$ cat src/rtl/mealy_panel.sv
// mealy_panel: front-panel controller. Synchronises and debounces raw board
// inputs, applies one button action per cycle to an N-digit hex register at
// an editing cursor, and scans the digits onto a multiplexed active-low
// 7-segment display whose decimal point marks the cursor.
module mealy_panel #(
  parameter int NUM_DIGITS = 4,
  parameter int DEBOUNCE_W = 16,
  parameter int SCAN_W     = 16
) (
  input  logic                    system1000,
  input  logic                    system1000_rstn,
  input  logic [3:0]              sw,
  input  logic [3:0]              btn,
  output logic [NUM_DIGITS-1:0]   an,
  output logic [6:0]              seg,
  output logic                    dp,
  output logic [4*NUM_DIGITS-1:0] value
);

  localparam int CUR_W = $clog2(NUM_DIGITS);
  localparam logic [DEBOUNCE_W-1:0] DEBOUNCE_MAX = '1;
  localparam logic [CUR_W-1:0]      LAST_DIGIT   = CUR_W'(NUM_DIGITS - 1);

  typedef enum logic [2:0] {
    ACT_NONE,
    ACT_LOAD,
    ACT_INC,
    ACT_DEC,
    ACT_CURSOR
  } action_e;

  logic [3:0]                   sw_meta_q, sw_sync_q;
  logic [3:0]                   btn_meta_q, btn_sync_q;
  logic [3:0][DEBOUNCE_W-1:0]   cnt_q, cnt_d;
  logic [3:0]                   db_q, db_d, db_dly_q;
  logic [3:0]                   press;
  logic [4*NUM_DIGITS-1:0]      digits_q, digits_d;
  logic [CUR_W-1:0]             cursor_q, cursor_d;
  logic [CUR_W-1:0]             scan_q, scan_d;
  logic [SCAN_W-1:0]            presc_q;
  logic [3:0]                   scan_digit;
  action_e                      action;

  // Two-flop synchronisers for the asynchronous switch and button pins.
  // NOTE: every sequential block uses non-blocking assignments so all flops
  // sample the pre-edge values and the chain really is two stages deep.
  always_ff @(posedge system1000 or negedge system1000_rstn) begin
    if (!system1000_rstn) begin
      sw_meta_q  <= '0;
      sw_sync_q  <= '0;
      btn_meta_q <= '0;
      btn_sync_q <= '0;
    end else begin
      sw_meta_q  <= sw;
      sw_sync_q  <= sw_meta_q;
      btn_meta_q <= btn;
      btn_sync_q <= btn_meta_q;
    end
  end

  // Debounce: a level change is accepted only after it has persisted long
  // enough for the counter to saturate, then the counter restarts.
  always_comb begin
    // NOTE: defaults first, so no path through this block leaves a variable
    // unassigned and no latch is inferred.
    cnt_d = cnt_q;
    db_d  = db_q;
    for (int b = 0; b < 4; b++) begin
      if (btn_sync_q[b] == db_q[b]) begin
        cnt_d[b] = '0;
      end else if (cnt_q[b] == DEBOUNCE_MAX) begin
        db_d[b]  = btn_sync_q[b];
        cnt_d[b] = '0;
      end else begin
        cnt_d[b] = cnt_q[b] + 1'b1;
      end
    end
  end

  // Debounce counters, debounced levels and their one-cycle delayed copies.
  // NOTE: the counter array is part of the reset domain; a half-counted
  // glitch must not survive a reset and complete afterwards.
  always_ff @(posedge system1000 or negedge system1000_rstn) begin
    if (!system1000_rstn) begin
      cnt_q    <= '0;
      db_q     <= '0;
      db_dly_q <= '0;
    end else begin
      cnt_q    <= cnt_d;
      db_q     <= db_d;
      db_dly_q <= db_q;
    end
  end

  // Rising edges of the debounced levels; releases are ignored.
  assign press = db_q & ~db_dly_q;

  // Pick the single winning action; lower-priority presses are dropped.
  always_comb begin
    action = ACT_NONE;
    if      (press[3]) action = ACT_LOAD;
    else if (press[0]) action = ACT_INC;
    else if (press[1]) action = ACT_DEC;
    else if (press[2]) action = ACT_CURSOR;
  end

  // Apply the action to the digit under the cursor, or move the cursor.
  always_comb begin
    digits_d = digits_q;
    cursor_d = cursor_q;
    if (action == ACT_CURSOR) begin
      cursor_d = (cursor_q == LAST_DIGIT) ? '0 : cursor_q + 1'b1;
    end
    for (int i = 0; i < NUM_DIGITS; i++) begin
      if (CUR_W'(i) == cursor_q) begin
        unique case (action)
          ACT_LOAD: digits_d[4*i +: 4] = sw_sync_q;
          ACT_INC:  digits_d[4*i +: 4] = digits_q[4*i +: 4] + 4'd1;
          ACT_DEC:  digits_d[4*i +: 4] = digits_q[4*i +: 4] - 4'd1;
          default:  ;
        endcase
      end
    end
  end

  // Scan index advances once per full prescaler period.
  always_comb begin
    scan_d = scan_q;
    if (presc_q == '1) begin
      scan_d = (scan_q == LAST_DIGIT) ? '0 : scan_q + 1'b1;
    end
  end

  // Digit register, cursor and display scan state.
  always_ff @(posedge system1000 or negedge system1000_rstn) begin
    if (!system1000_rstn) begin
      digits_q <= '0;
      cursor_q <= '0;
      scan_q   <= '0;
      presc_q  <= '0;
    end else begin
      digits_q <= digits_d;
      cursor_q <= cursor_d;
      scan_q   <= scan_d;
      presc_q  <= presc_q + 1'b1;
    end
  end

  // Select the digit currently being scanned out.
  always_comb begin
    scan_digit = '0;
    for (int i = 0; i < NUM_DIGITS; i++) begin
      if (CUR_W'(i) == scan_q) scan_digit = digits_q[4*i +: 4];
    end
  end

  // Active-low hex to 7-segment decode, bit order {g,f,e,d,c,b,a}.
  always_comb begin
    unique case (scan_digit)
      4'h0: seg = 7'b1000000;
      4'h1: seg = 7'b1111001;
      4'h2: seg = 7'b0100100;
      4'h3: seg = 7'b0110000;
      4'h4: seg = 7'b0011001;
      4'h5: seg = 7'b0010010;
      4'h6: seg = 7'b0000010;
      4'h7: seg = 7'b1111000;
      4'h8: seg = 7'b0000000;
      4'h9: seg = 7'b0010000;
      4'hA: seg = 7'b0001000;
      4'hB: seg = 7'b0000011;
      4'hC: seg = 7'b1000110;
      4'hD: seg = 7'b0100001;
      4'hE: seg = 7'b0000110;
      default: seg = 7'b0001110;
    endcase
  end

  assign an    = ~({{(NUM_DIGITS-1){1'b0}}, 1'b1} << scan_q);
  assign dp    = ~(scan_q == cursor_q);
  assign value = digits_q;

endmodule

$ cat config.mk
export PLATFORM = sky130hd
export DESIGN_NAME = mealy_panel
export DESIGN_NICKNAME = d
export VERILOG_FILES = /design/src/rtl/mealy_panel.sv
export SDC_FILE = /design/constraint.sdc
export NUM_CORES = 1
export LEC_CHECK = 0
export ABC_AREA = 1
export CORE_MARGIN = 2
export CORE_UTILIZATION = 60
export CTS_CLUSTER_SIZE = 12
export DETAILED_ROUTE_END_ITERATION = 8
export PLACE_DENSITY = 0.9
export SKIP_LAST_GASP = 1
export SLEW_MARGIN = 20
export SYNTH_ARGS = -nofsm -noshare
export SYNTH_HDL_FRONTEND = slang
export SYNTH_SLANG_ARGS = --single-unit
$ cat constraint.sdc
create_clock -name system1000 -period 2.7 [get_ports system1000]
set_input_delay 0.27 -clock system1000 [delete_from_list [all_inputs] [get_ports system1000]]
set_output_delay 0.27 -clock system1000 [all_outputs]
set_load 0.1 [all_outputs]
==> impl_metrics.json, run 1 <==
{
  "status": "finished with violations",
  "violations": "DRC, setup timing",
  "grt_pass1_wl_um": 25400,
  "routed_wl_um": 15500,
  "core.rowCount": 38,
  "cellLeakagePower_nw": 4.06,
  "startpoint": "scan_q[1]",
  "grtUsageTotal_pct": 28.1,
  "p_sw_share_pct": 22.3,
  "gp_congestion": 0.865,
  "netlist_instances": 771,
  "antenna_left": 0,
  "cp.arrival_ns": 2.90,
  "setup_ws_ns": -0.468,
  "synth_area_leader_cell": "dfrtp_1",
  "grt_start_max_net_pins": 52,
  "period_minus_slack_ns": 3.17,
  "setup_violations": 7,
  "syn-num-nets": 804,
  "ys_seq_area_share_pct": 47.1,
  "final_max_slew_viol_count": 0,
  "start_kind": "flop",
  "overflow": 0,
  "wire_per_inst_um": 15.5,
  "dp_hpwl_um": 9790,
  "hold_start": "sw[2]",
  "reg2reg_depth": 10,
  "antenna_cells": 0,
  "start_util_pct": 61.1,
  "ys_types": 40,
  "critPathKind": "flop to output port",
  "layout-drive-gt1-share_pct": 22.3,
  "ys_ff_latch": 124,
  "nets": 880,
  "clkLatencyLatePin_ns": 0.54,
  "hold_viol": 0,
  "netlist.area_leader.share_pct": 47.1,
  "synth-edff-count": 0,
  "syn_area_mm2": 0.00659,
  "required_ns": 2.43,
  "cts.root.buffer_cell": "clkbuf_8",
  "dieArea_mm2": 0.0118,
  "fp.coreArea_mm2": 0.0108,
  "min_path_cells": 1,
  "seqPwrFrac_pct": 45.0,
  "cts_tree": "built",
  "cts.sinks": 124,
  "area_growth_pct": 23.8,
  "ys_top_cells_by_area": "dfrtp_1, nand2_1, nor2_1",
  "grt_pass1_vias": 5429,
  "critical_path.endpoint_type": "output port",
  "die-width_um": 109,
  "final_util_pct": 75.7,
  "reg2reg_to": "value[6]",
  "place_inst": 950,
  "slew_headroom_pct": 63.1,
  "dieHeight_um": 109,
  "rr_startpoint": "db_q[3]",
  "internal-power_w": 0.00329,
  "clk_pin_slew_ns": 0.06,
  "powerDensity_mw_per_mm2": 518,
  "cts_buffers": 17,
  "hold_path_class": "primary input to flop",
  "ys.flop_type": "dfrtp_1",
  "cts_buffer_depth": 2,
  "fmax_mhz": 316,
  "async_flop_share_pct": 100,
  "yosys_warnings": 0,
  "vias": 5530,
  "clkPwrFrac_pct": 52.3,
  "first_iter_violations": 460,
  "min_to": "sw_meta_q[2]",
  "total_power_w": 0.00423,
  "r2r_slack_ns": 0.44,
  "worstMarginPinSlew_ns": 0.553,
  "mostFrequentLayoutCells": "dfrtp_1, nand2_1, nor2_1",
  "h-tree-depth": 4,
  "rsz0062_at_grt": "yes",
  "antenna_found_initial": 0,
  "setup_tns_ns": -2.86,
  "io_pins": 38,
  "critPathMaxFanout": 4,
  "via_per_inst": 5.53,
  "drtPass1Iterations": 9,
  "drc_errors": 4,
  "syn_area_per_cell_um2": 8.55,
  "period_share_pct": 117,
  "max_cap_viol_count": 0,
  "ir_drop_mv": 0.780,
  "layout_commonest_cell": "dfrtp_1",
  "p_comb_share_pct": 2.7,
  "p_sw_w": 0.000944,
  "stdcell_count": 1000,
  "skew_ns": 0.00922,
  "port_buffers": 37
}
[worst max-delay path, cell delays in order, from the launching register on]
cell and delay (ns):
dfrtp_1 0.42, inv_2 0.10, ha_4 0.16, clkinvlp_4 0.13, o22ai_2 0.23, nand2_1 0.13
a22oi_2 0.26, inv_2 0.11, ha_4 0.24, nor2_4 0.12, nor2_4 0.05, buf_6 0.11
nor2_4 0.09, buf_12 0.18
[how the worst max path moves through the flow]
stage | to | cells past startpoint | slack (ns)
global route | seg[1] | 13 | -0.56
CTS | seg[1] | 13 | -0.23
finish | seg[1] | 13 | -0.47
global placement | seg[3] | 12 | 0.21
floorplan | seg[5] | 9 | -0.34
detailed placement | seg[3] | 12 | 0.07
[stage by stage]
| step | setup slack, ns | hold WS [ns] | cell area [µm²] |
|---|---|---|---|
| 3_3_place_gp | 0.208 | 0.296 | 7300 |
| 3_5_place_dp | 0.0708 | 0.300 | 7300 |
| 4_1_cts | -0.232 | 0.141 | 8090 |
| 2_1_floorplan | -0.340 | -0.0256 | 6710 |
| 6_report | -0.468 | 0.165 | 8170 |
| 5_1_grt | -0.560 | 0.146 | 8170 |
[registers in the layout, indices dropped and copies added, names as in the netlist]
signal and flops:
db_dly_q 4, cnt_q 64, btn_meta_q 4, btn_sync_q 4, value 16, db_q 4, cursor_q 2, scan_q 2
sw_meta_q 4, presc_q 16, sw_sync_q 4
[per-layer routing]
| metal | part of all wire [%] | track usage (%) | vias up | routed length [µm] |
|---|---|---|---|---|
| met3 | 6.2 | 7.53 | 58 | 954 |
| met4 | 3.5 | 11.4 | 0 | 536 |
| li1 | - | - | 2632 | - |
| met1 | 39 | 34.0 | 2637 | 6080 |
| met5 | 0 | 0 | - | 0 |
| met2 | 51 | 47.7 | 203 | 7890 |
[cell type report]
type                            count  area [µm²]
Fill cell                         662        2630
Sequential cell                   124        3100
Clock buffer                       19         442
Clock inverter                     13         143
Timing Repair Buffer               61         588
Multi-Input combinational cell    522        3250
Inverter                          121         467
Tap cell                          140         175
[cells by family after synthesis]
family / share of synthesized area, %
compound gates: 7.44
buf+inv: 7.29
flops: 47.1
xor+xnor: 7.44
fa+ha+maj: 4.36
mux: 0.342
simple gates: 26.1
[synthesized netlist by cell type, types with 3 or more instances]
cell and n:
nor2_2 10, xor2_1 44, dfrtp_1 124, o22ai_1 5
inv_2 18, nand3_2 7, a311oi_1 3, a21oi_1 19
nor2_1 105, buf_2 3, ha_1 23, nand4_1 19
nand2_1 131, xnor2_1 12, o21bai_1 7, nor4_4 4
nand2_2 15, a31oi_1 12, nor3_2 4, inv_1 101
o21ai_0 25, nand3_1 49, nor3_1 8
[power by group through the flow]
stage	Combinational [W]	Sequential, W	Clock (W)
6_report	0.000114	0.00190	0.00221
5_1_grt	0.000132	0.00191	0.00234
4_1_cts	0.000117	0.00190	0.00224
3_5_place_dp	0.000113	0.00194	0
3_3_place_gp	0.000109	0.00193	0
2_1_floorplan	0.0000445	0.00193	0
[what timing repair did]
action / 4_1_cts / 5_1_grt
resized for setup: 24 / 17
hold buffers: 1 / 0
pin swaps: 14 / 14
endpoints found under the hold margin: 42 / 0
endpoints found under the setup margin: 7 / 7
setup buffers: 15 / 2
Note: power is estimated with default switching activity, not from simulation.
==> run 2, diff against run 1 <==
--- a/config.mk
+++ b/config.mk
@@ -6,6 +6,7 @@
 export NUM_CORES = 1
 export LEC_CHECK = 0
 export ABC_AREA = 1
+export CORE_ASPECT_RATIO = 0.7
 export CORE_MARGIN = 2
 export CORE_UTILIZATION = 60
 export CTS_CLUSTER_SIZE = 12
==> run 2 against run 1 <==
The flow finishes with violations (setup timing). Register-to-register slack improved by 0.07 ns. Non-clock buffer count fell by 6. Largest power group unchanged. Combinational power barely moved.
==> impl_metrics.json, run 2 (synthesis results as in run 1) <==
{
  "p_sw_share_pct": 21.5,
  "seqPwrFrac_pct": 43.3,
  "antenna_left": 0,
  "layout-drive-gt1-share_pct": 20.6,
  "port_buffers": 37,
  "period_share_pct": 103,
  "dieHeight_um": 91.7,
  "gp_congestion": 0.935,
  "overflow": 0,
  "routed_wl_um": 15700,
  "grt_start_max_net_pins": 63,
  "place_inst": 957,
  "hold_viol": 0,
  "cellLeakagePower_nw": 4.05,
  "wire_per_inst_um": 15.6,
  "critPathMaxFanout": 4,
  "io_pins": 38,
  "clk_pin_slew_ns": 0.06,
  "max_cap_viol_count": 0,
  "cp.arrival_ns": 2.52,
  "final_util_pct": 77.5,
  "via_per_inst": 5.62,
  "powerDensity_mw_per_mm2": 540,
  "fmax_mhz": 359,
  "vias": 5640,
  "top_register": "cnt_q",
  "grtUsageTotal_pct": 28.2,
  "rsz0062_at_grt": "yes",
  "status": "finished with violations",
  "cts_buffer_depth": 2,
  "h-tree-depth": 4,
  "p_comb_share_pct": 2.6,
  "start_kind": "flop",
  "violations": "setup timing",
  "cts_tree": "built",
  "cts.sinks": 124,
  "mostFrequentLayoutCells": "nand2_1, dfrtp_1, nor2_1",
  "worstMarginPinSlew_ns": 0.655,
  "hold_path_class": "primary input to flop",
  "clkLatencyLatePin_ns": 0.41,
  "setup_ws_ns": -0.0867,
  "skew_ns": 0.00808,
  "period_minus_slack_ns": 2.79,
  "critical_path.endpoint_type": "output port",
  "grt_pass1_wl_um": 26400,
  "start_util_pct": 62.7,
  "largest_reg_flops": 64,
  "internal-power_w": 0.00345,
  "slew_headroom_pct": 56.3,
  "dieArea_mm2": 0.0119,
  "stdcell_count": 1003,
  "cts.root.buffer_cell": "clkbuf_16",
  "antenna_cells": 0,
  "fp.coreArea_mm2": 0.0105,
  "dp_hpwl_um": 10500,
  "critPathKind": "flop to output port",
  "drc_errors": 0,
  "layout_commonest_cell": "nand2_1",
  "first_iter_violations": 481,
  "nets": 875,
  "grt_pass1_vias": 5708,
  "num-fill-cells": 645,
  "area_growth_pct": 23.5,
  "die-width_um": 129,
  "clkPwrFrac_pct": 54.1,
  "required_ns": 2.43,
  "core.rowCount": 31,
  "setup_violations": 5,
  "ir_drop_mv": 0.596,
  "cts_buffers": 17,
  "drtPass1Iterations": 5,
  "p_sw_w": 0.000946,
  "final_max_slew_viol_count": 0,
  "antenna_found_initial": 0
}
## run 2: cell count changes in the layout (fill, tap and decap cells not counted), moves of 2 or more
cell	before	now
nand2_1	121	130
nand2_2	22	15
buf_4	42	37
clkinvlp_4	7	4
buf_6	2	0
o21ai_2	5	3
## run 2: timing repair
action,CTS,global route
gates cloned,0,1
pin swaps,9,2
hold endpoints to repair,48,0
setup buffers,11,1
resized for setup,22,4
endpoints found under the setup margin,7,7
hold buffers,1,0
## run 2: cell type report
class                      instances  area, µm²  share of cell area, %
clock buffer                      20        467                   5.73
clock inverter                    12        159                   1.95
inverter                         121        467                   5.73
multi-input combinational        523       3210                   39.5
sequential                       124       3100                   38.1
tap                              148        185                   2.27
timing repair buffer              55        548                   6.73
## run 2: power by group through the flow
| stage | Sequential (W) | Clock, W | Combinational (W) |
|---|---|---|---|
| 6_report | 0.00190 | 0.00238 | 0.000115 |
| 4_1_cts | 0.00190 | 0.00240 | 0.000118 |
| 3_3_place_gp | 0.00193 | 0 | 0.000110 |
| 3_5_place_dp | 0.00194 | 0 | 0.000113 |
| 2_1_floorplan | 0.00193 | 0 | 0.0000445 |
| 5_1_grt | 0.00191 | 0.00249 | 0.000132 |
## run 2: routing by layer
metal | GRT usage (%) | routed length (µm)
met1 | 36.1 | 6410
met2 | 46.8 | 7660
met3 | 6.01 | 1160
met4 | 11.7 | 423
met5 | 0 | 0
## run 2: path summary, 6_finish.rpt
path                                 start            end  slack, ns  depth (start not counted)
min in group asynchronous  system1000_rstn      cnt_q[26]       0.42                          2
max in group asynchronous  system1000_rstn      scan_q[0]       1.51                          3
min reg2reg                  btn_meta_q[3]  btn_sync_q[3]       0.35                          0
max                              scan_q[0]         seg[5]      -0.09                         13
min                                  sw[3]   sw_meta_q[3]       0.29                          1
max reg2reg                        db_q[3]       value[2]       0.51                         10
## run 2: critical path: stages, from the launching register on
cell and delay, ns:
dfrtp_2 0.47, ha_4 0.20, clkinvlp_4 0.11, nand2_4 0.07
o22ai_2 0.09, nand2_1 0.07, a22oi_2 0.17, buf_4 0.17
ha_4 0.13, nand2_1 0.09, o21ai_1 0.12, nand2_1 0.11
o31ai_4 0.08, buf_12 0.21
## run 2: metrics by stage
step	setup WS [ns]	power [W]	cell area, µm²	hold slack (ns)	TNS (ns)
2_1_floorplan	-0.340	0.00198	6710	-0.0256	-1.39
3_3_place_gp	0.216	0.00204	7300	0.325	0
3_5_place_dp	0.0708	0.00205	7300	0.329	0
4_1_cts	-0.0553	0.00442	8120	0.281	-0.168
5_1_grt	-0.221	0.00453	8140	0.287	-1.07
6_report	-0.0867	0.00440	8140	0.291	-0.272
==> run 3, diff against run 2 <==
--- a/config.mk
+++ b/config.mk
@@ -8,10 +8,11 @@
 export ABC_AREA = 1
 export CORE_ASPECT_RATIO = 0.7
 export CORE_MARGIN = 2
-export CORE_UTILIZATION = 60
+export CORE_UTILIZATION = 62
+export CTS_BUF_LIST = sky130_fd_sc_hd__clkbuf_8
 export CTS_CLUSTER_SIZE = 12
 export DETAILED_ROUTE_END_ITERATION = 8
-export PLACE_DENSITY = 0.9
+export PLACE_DENSITY = 0.92
 export SKIP_LAST_GASP = 1
 export SLEW_MARGIN = 20
 export SYNTH_ARGS = -nofsm -noshare
==> run 3 against run 2 <==
Total power fell by 17%. Fmax down 1.2%. Largest power group is now registers. Highest routed layer unchanged. The flow still finishes with violations (setup timing). Clock power shrank 31%.
==> impl_metrics.json, run 3 (synthesis results as in run 1) <==
{
  "post-place-ws_ns": 0.103,
  "rr_startpoint": "db_q[3]",
  "clk_pin_slew_ns": 0.09,
  "setup_tns_ns": -0.545,
  "setup_ws_ns": -0.121,
  "layout_commonest_cell": "nand2_1",
  "clkPwrFrac_pct": 44.9,
  "start_util_pct": 63.7,
  "area_growth_pct": 20.1,
  "critical_path.endpoint_type": "output port",
  "dp_hpwl_um": 9760,
  "grt_pass1_wl_um": 25000,
  "final_max_slew_viol_count": 0,
  "rsz0062_at_grt": "yes",
  "drtPass1Iterations": 5,
  "fmax_mhz": 355,
  "violations": "setup timing",
  "fp.coreArea_mm2": 0.0104,
  "wire_per_inst_um": 14.6,
  "dieArea_mm2": 0.0115,
  "io_pins": 38,
  "cts_tree": "built",
  "antenna_found_initial": 0,
  "first_iter_violations": 498,
  "cts.sinks": 124,
  "seqPwrFrac_pct": 51.9,
  "startpoint": "scan_q[1]",
  "place_area_mm2": 0.00728,
  "cts.root.buffer_cell": "clkbuf_8",
  "critPathMaxFanout": 4,
  "stdcell_area_mm2": 0.00792,
  "clkLatencyLatePin_ns": 0.44,
  "port_buffers": 37,
  "critPathKind": "flop to output port",
  "vias": 5383,
  "antenna_cells": 0,
  "mostFrequentLayoutCells": "nand2_1, dfrtp_1, nor2_1",
  "skew_ns": 0.0157,
  "dieHeight_um": 90.3,
  "antenna_left": 0,
  "grtUsageTotal_pct": 27.1,
  "die-width_um": 127,
  "grt_pass1_vias": 5334,
  "gp_congestion": 0.919,
  "layout-drive-gt1-share_pct": 21.5,
  "cp.arrival_ns": 2.55,
  "via_per_inst": 5.45,
  "cellLeakagePower_nw": 3.95,
  "r2r_slack_ns": 0.53,
  "grt_start_max_net_pins": 68,
  "cts_buffers": 17,
  "p_sw_w": 0.000908,
  "h-tree-depth": 4,
  "slew_headroom_pct": 68.4,
  "powerDensity_mw_per_mm2": 462,
  "internal-power_w": 0.00275,
  "top_register": "cnt_q",
  "worstMarginPinSlew_ns": 0.470,
  "cts_buffer_depth": 2,
  "max_cap_viol_count": 0,
  "p_comb_share_pct": 3.2,
  "reg2reg_depth": 9,
  "ir_drop_mv": 0.409,
  "period_share_pct": 104,
  "endpoint": "seg[3]",
  "core.rowCount": 31,
  "p_sw_share_pct": 24.8,
  "required_ns": 2.43,
  "status": "finished with violations",
  "routed_wl_um": 14400,
  "nets": 876,
  "hold_viol": 0,
  "period_minus_slack_ns": 2.82,
  "final_util_pct": 76.5,
  "setup_violations": 7,
  "reg2reg_to": "value[6]",
  "start_kind": "flop",
  "place_inst": 941,
  "stdcell_count": 988,
  "hold_path_class": "primary input to asynchronous set/reset pin",
  "largest_reg_flops": 64,
  "overflow": 0,
  "drc_errors": 0
}
## run 3: layout make-up
| class | instances | area, µm² |
|---|---|---|
| clock inverter | 15 | 163 |
| inverter | 121 | 464 |
| multi-input combinational | 523 | 3240 |
| tap | 132 | 165 |
| sequential | 124 | 3100 |
| timing repair buffer | 56 | 547 |
| clock buffer | 17 | 234 |
| fill | 652 | 2440 |
## run 3: repair_timing
| item | 4_1_cts | 5_1_grt |
|---|---|---|
| resized for setup | 22 | 13 |
| endpoints found under the hold margin | 21 | 0 |
| endpoints found under the setup margin | 7 | 7 |
| pin swaps | 13 | 7 |
| hold buffers | 1 | 0 |
| buffers inserted | 11 | 2 |
| gates cloned | 0 | 1 |
## run 3: metal layers
metal / share of wire [%] / vias to the layer above / GRT usage [%] / routed length, µm
li1: - / 2615 / - / -
met1: 46 / 2547 / 38.3 / 6590
met2: 46 / 186 / 41.4 / 6660
met3: 6.2 / 35 / 7.52 / 899
met4: 2.0 / 0 / 7.69 / 295
met5: 0 / - / 0 / 0
## run 3: through the flow
stage | hold slack [ns] | power, W
detailed placement | 0.186 | 0.00205
global placement | 0.187 | 0.00204
global route | 0.243 | 0.00380
floorplan | -0.0256 | 0.00198
CTS | 0.251 | 0.00368
finish | 0.265 | 0.00366
## run 3: critical path: stages (launching register included)
cell and delay (ns):
dfrtp_1 0.40, inv_2 0.11, ha_4 0.15, clkinvlp_4 0.13
o22ai_2 0.17, nand2_1 0.08, a22oi_2 0.19, inv_2 0.10
buf_4 0.15, ha_1 0.18, nand2_2 0.08, nand2_1 0.06
nand2_2 0.08, nand2_4 0.06, buf_12 0.16
## run 3: how the worst min path moves through the flow
| stage | to | cells after the start | from |
|---|---|---|---|
| 2_1_floorplan | btn_meta_q[0] | 0 | system1000_rstn |
| 3_3_place_gp | cnt_q[25] | 1 | system1000_rstn |
| 3_5_place_dp | cnt_q[25] | 1 | system1000_rstn |
| 4_1_cts | btn_meta_q[2] | 1 | btn[2] |
| 5_1_grt | btn_meta_q[2] | 1 | btn[2] |
| 6_report | value[5] | 2 | system1000_rstn |
## run 3: power by group through the flow
stage | Sequential [W] | Clock, W | Combinational [W]
after floorplan | 0.00193 | 0 | 0.0000445
after global placement | 0.00193 | 0 | 0.000110
after detailed placement | 0.00194 | 0 | 0.000117
after CTS | 0.00190 | 0.00167 | 0.000119
after global routing | 0.00190 | 0.00176 | 0.000134
final | 0.00190 | 0.00165 | 0.000117
